$ cat config.mk
export PLATFORM = sky130hd
export DESIGN_NAME = mux4_rr_arbiter
export DESIGN_NICKNAME = d
export VERILOG_FILES = /design/src/rtl/mux4_rr_arbiter.sv
export SDC_FILE = /design/constraint.sdc
export NUM_CORES = 1
export LEC_CHECK = 0
export ABC_AREA = 0
export CAP_MARGIN = 0
export CELL_PAD_IN_SITES_DETAIL_PLACEMENT = 1
export CELL_PAD_IN_SITES_GLOBAL_PLACEMENT = 2
export CORE_MARGIN = 1.5
export CORE_UTILIZATION = 14
export DETAILED_ROUTE_END_ITERATION = 16
export PLACE_DENSITY_LB_ADDON = 0.1
export SYNTH_ARGS = -nofsm -noshare
export SYNTH_HDL_FRONTEND = slang
export SYNTH_SLANG_ARGS = --single-unit
$ cat constraint.sdc
create_clock -name clk -period 2.6 [get_ports clk]
set_input_delay 0.26 -clock clk [delete_from_list [all_inputs] [get_ports clk]]
set_output_delay 0.26 -clock clk [all_outputs]
set_load 0.05 [all_outputs]
$ cat src/rtl/mux4_rr_arbiter.sv
// mux4_rr_arbiter: four requesters share one DATA_W-bit output channel.
// Round-robin grant with burst lock, MAX_BURST fairness cap, one idle
// bubble between grants, and valid/ready flow control on both sides.
module mux4_rr_arbiter #(
  parameter int DATA_W    = 32,
  parameter int MAX_BURST = 16
) (
  input  logic              clk,
  input  logic              reset_n,
  input  logic [3:0]        in_valid,
  input  logic [3:0]        in_last,
  input  logic [DATA_W-1:0] in_data0,
  input  logic [DATA_W-1:0] in_data1,
  input  logic [DATA_W-1:0] in_data2,
  input  logic [DATA_W-1:0] in_data3,
  output logic [3:0]        in_ready,
  output logic              out_valid,
  input  logic              out_ready,
  output logic [DATA_W-1:0] out_data,
  output logic [1:0]        mux_flag,
  output logic [3:0]        grant,
  output logic              busy,
  output logic              burst_cut
);

  // Counter only needs to reach MAX_BURST-1; a one-bit counter covers MAX_BURST=1.
  localparam int               CNT_W    = (MAX_BURST > 1) ? $clog2(MAX_BURST) : 1;
  localparam logic [CNT_W-1:0] CNT_LAST = CNT_W'(MAX_BURST - 1);

  typedef enum logic {
    IDLE = 1'b0,
    BUSY = 1'b1
  } state_t;

  state_t              state_r;
  logic [1:0]          lastPtr_r;
  logic [CNT_W-1:0]    beatCnt_r;

  logic [1:0]          winner_s;
  logic [3:0]          winnerOh_s;
  logic [DATA_W-1:0]   selData_s;
  logic                selValid_s;
  logic                selLast_s;
  logic                capHit_s;
  logic                xfer_s;

  // First requesting index after ptr, wrapping; ptr itself has lowest priority.
  function automatic logic [1:0] rrPick(input logic [3:0] req, input logic [1:0] ptr);
    logic [1:0] idx;
    logic [1:0] pick;
    pick = ptr;
    for (int k = 4; k >= 1; k--) begin
      idx  = ptr + 2'(k);
      pick = req[idx] ? idx : pick;
    end
    return pick;
  endfunction

  function automatic logic [3:0] toOneHot(input logic [1:0] idx);
    return 4'b0001 << idx;
  endfunction

  // Steer the selected requester's data bus onto the output channel.
  always_comb begin
    selData_s = in_data0;
    case (mux_flag)
      2'd0:    selData_s = in_data0;
      2'd1:    selData_s = in_data1;
      2'd2:    selData_s = in_data2;
      2'd3:    selData_s = in_data3;
      default: selData_s = in_data0;
    endcase
  end

  // Arbitration winner and handshake decode for the granted requester.
  always_comb begin
    winner_s   = rrPick(in_valid, lastPtr_r);
    winnerOh_s = toOneHot(winner_s);
    selValid_s = in_valid[mux_flag];
    selLast_s  = in_last[mux_flag];
    capHit_s   = (beatCnt_r == CNT_LAST);
    if (state_r == BUSY) begin
      out_valid = selValid_s;
      in_ready  = toOneHot(mux_flag) & {4{out_ready}};
    end else begin
      out_valid = 1'b0;
      in_ready  = 4'b0000;
    end
    xfer_s = out_valid & out_ready;
  end

  assign out_data = selData_s;
  assign busy     = (state_r == BUSY);

  // Grant sequencer: arbitrate in IDLE, count beats and release in BUSY.
  always_ff @(posedge clk or negedge reset_n) begin
    if (!reset_n) begin
      state_r   <= IDLE;
      grant     <= 4'b0000;
      mux_flag  <= 2'b00;
      lastPtr_r <= 2'd3;
      beatCnt_r <= '0;
      burst_cut <= 1'b0;
    end else begin
      burst_cut <= 1'b0;
      case (state_r)
        IDLE: begin
          if (|in_valid) begin
            state_r   <= BUSY;
            grant     <= winnerOh_s;
            mux_flag  <= winner_s;
            beatCnt_r <= '0;
          end
        end
        BUSY: begin
          if (xfer_s) begin
            if (selLast_s || capHit_s) begin
              // mux_flag is left as-is; it is a don't-care while idle.
              state_r   <= IDLE;
              grant     <= 4'b0000;
              lastPtr_r <= mux_flag;
              beatCnt_r <= '0;
              burst_cut <= ~selLast_s;
            end else begin
              beatCnt_r <= beatCnt_r + CNT_W'(1);
            end
          end
        end
        default: begin
          state_r <= IDLE;
          grant   <= 4'b0000;
        end
      endcase
    end
  end

endmodule

==> impl_metrics.py <==
metrics = {
    "run_status": {
        "outcome": "finished clean",
    },
    "critical_path": {
        "worstPathArrival_ps": 1950,
        "endpoint_kind": "primary output",
        "path_max_fanout": 13,
        "path_delay_family": "multiplexers",
        "crit_chain": "buf_4 > mux4_2 > buf_12",
        "crit_path_top_delay_cell": "mux4_2",
        "crit_cells": 3,
        "worst-setup-path-type": "flip-flop to primary output",
        "cp_slowest_stage_delay_ps": 590,
        "crit_required_ps": 2340,
        "crit_buf_inv": 2,
        "startpoint_type": "flip-flop",
        "reg2reg_depth": 4,
    },
    "global_route": {
        "antenna_found_initial": 1,
        "grt_max_degree": 23,
        "grt_pass1_vias": 1990,
        "grt_pass1_wl_um": 12900,
        "grt_use_total_pct": 14.8,
        "gr-total-overflow": 0,
    },
    "yosys": {
        "ys_seq_area_share_pct": 22.6,
        "synth-compound-area-share_pct": 9.12,
        "synth_top_family_by_area": "multiplexers",
        "syn_avg_cell_area_um2": 12.7,
        "synth_xor_area_share_pct": 0,
        "synth_largest_area_cell": "mux4_2",
        "ys_warn_count": 0,
        "synth_fp_nets": 263,
        "synth_top_area_share_pct": 47.5,
        "synth_cell_types": 35,
        "synthMuxAreaShare_pct": 51.0,
        "synth-seq-cells": 14,
        "synth-simple-area-share_pct": 11.9,
        "syn_inst": 123,
        "synth_fa_ha_area_share_pct": 0.800,
        "synthTopCellsByArea": "mux4_2, dfrtp_1, dfstp_2",
        "synthesis.area_um2": 1560,
    },
    "cts": {
        "cts_resized": 0,
        "cts_setup_buffers": 0,
        "tritoncts": "built",
        "clock_latency_ps": 250,
        "h-tree-depth": 1,
        "cts.sinks": 14,
        "path_clk_slew_ps": 70,
        "cts_root_buf": "clkbuf_8",
        "cts_buffers": 3,
        "cts_buffer_depth": 2,
        "ctsHoldBuffers": 0,
    },
    "sta": {
        "hold_slack_ps": 433,
        "fmaxAchievable_ghz": 0.453,
        "worst_pin_slew_ps": 701,
        "setup_viol_count_final": 0,
        "finClkSkew_ps": 9.29,
        "rsz0062_at_grt": "no",
        "final_max_slew_viol_count": 0,
        "fin_crit_ps": 2210,
        "post-route-period-util_pct": 84.9,
        "hold_viol_final": 0,
        "tns_ps": 0,
        "relSlewSlack_pct": 53.2,
    },
    "pwr": {
        "finalPower_uw": 4650,
        "ir_drop_uv": 657,
        "p_per_area_nw_per_um2": 1170,
        "leakage_uw": 0.00152,
    },
    "finish": {
        "layout_commonest_cell": "clkdlybuf4s50_1",
        "stdcell_area_um2": 3990,
        "layout-drive-gt1-share_pct": 30.7,
        "final-instance-count-excl-fill": 446,
        "antenna_cells": 0,
        "final_cell_mix": "clkdlybuf4s50_1, buf_12, mux4_2",
        "area_growth_pct": 155,
        "nNetsFinal": 447,
    },
    "die": {
        "fp.dieW_um": 109,
        "die_h_um": 109,
        "die-area_um2": 11800,
        "pin_count": 184,
        "initial_core_util_pct": 14.4,
        "rows": 38,
        "core_um2": 10900,
    },
    "placed_design": {
        "hpwl_um": 7910,
        "port_buffers": 183,
        "dp.cells": 442,
        "gp_congestion": 0.757,
        "place_area_um2": 3940,
    },
    "flow_run": {
        "maxCapViolations": 0,
    },
    "routing": {
        "route.met3.wl_um": 938,
        "firstDrtPassIters": 5,
        "drt.antenna.violating_nets": 0,
        "vias_per_cell": 4.33,
        "routedWlPerCell_um": 20.7,
        "drtIter0Drc": 32,
        "detail_route.wirelength_um": 9240,
        "met1_length_um": 3810,
        "drc": 0,
        "wl_met2_um": 4460,
        "vias": 1931,
        "top_layer": "met5",
    },
    "hold_path": {
        "holdCritPathClass": "input port to async pin",
    },
}
-- final timing paths --
kind	from	endpoint	slack, ps
hold / removal	reset_n	busy	430
setup / recovery	mux_flag[0]	out_data[1]	390
hold reg to reg	grant[0]	grant[0]	530
min in group clk	grant[0]	grant[0]	530
max in group asynchronous	reset_n	mux_flag[0]	1680
setup reg to reg	mux_flag[0]	grant[1]	550
-- logic make-up after synthesis --
| logic type | Yosys count |
|---|---|
| muxes | 38 |
| AOI/OAI and AO/OA | 20 |
| DFF | 14 |
| buffers and inverters | 18 |
| adders and majority gates | 1 |
| and+or+nand+nor | 32 |
-- registers in the layout, indices dropped and copies added (netlist names) --
name,flops
beatCnt_r,4
grant,4
lastPtr_r,2
mux_flag,2
burst_cut,1
busy,1
-- cells in the mapped netlist, drive strengths merged --
cell type  number
a222oi          1
mux2            3
nor2b           4
a21o            1
mux4           33
o31ai           1
o21ai           4
and2            3
or4             1
o32ai           4
or3             3
a22oi           1
dfstp           2
and3b           2
nand2           3
nor4b           1
dfrtp          12
buf             6
nand3           2
a32o            1
o31a            1
nor3            3
a211o           1
nand2b          1
nor3b           1
nor2            7
and3            1
mux2i           2
a21oi           5
inv             8
ha              1
clkbuf          4
-- cell type report --
type,instances,area [um^2]
fill,1187,6900
timing repair buffer,189,2230
clock buffer,4,55.1
inverter,8,30.0
sequential,14,354
tap,140,175
multi-input combinational,91,1140
-- through the flow --
stage          utilization (%)  worst slack [ps]
2_1_floorplan                -               155
3_3_place_gp              36.1               413
3_5_place_dp              36.1               393
4_1_cts                   36.6               344
5_1_grt                   36.6               283
6_report                  36.6               393
-- where the power goes --
group | leakage [uW] | total [uW] | switching, uW | internal, uW
Clock | 0.0000288 | 217 | 82.6 | 134
Combinational | 0.00132 | 3990 | 2050 | 1940
Sequential | 0.000175 | 449 | 139 | 310
-- per-layer routing --
metal | vias to the layer above | GRT usage (%)
met2 | 89 | 25.4
met5 | - | 0
li1 | 875 | -
met1 | 961 | 18.9
met4 | 2 | 2.26
met3 | 4 | 4.18
-- worst reg2reg max path: stages (launching register included) --
cell and delay, ps:
dfrtp_2 570, mux4_2 590, nor2b_1 260, o21ai_0 310, o32ai_1 220
Power figures use the tool's default switching activity.
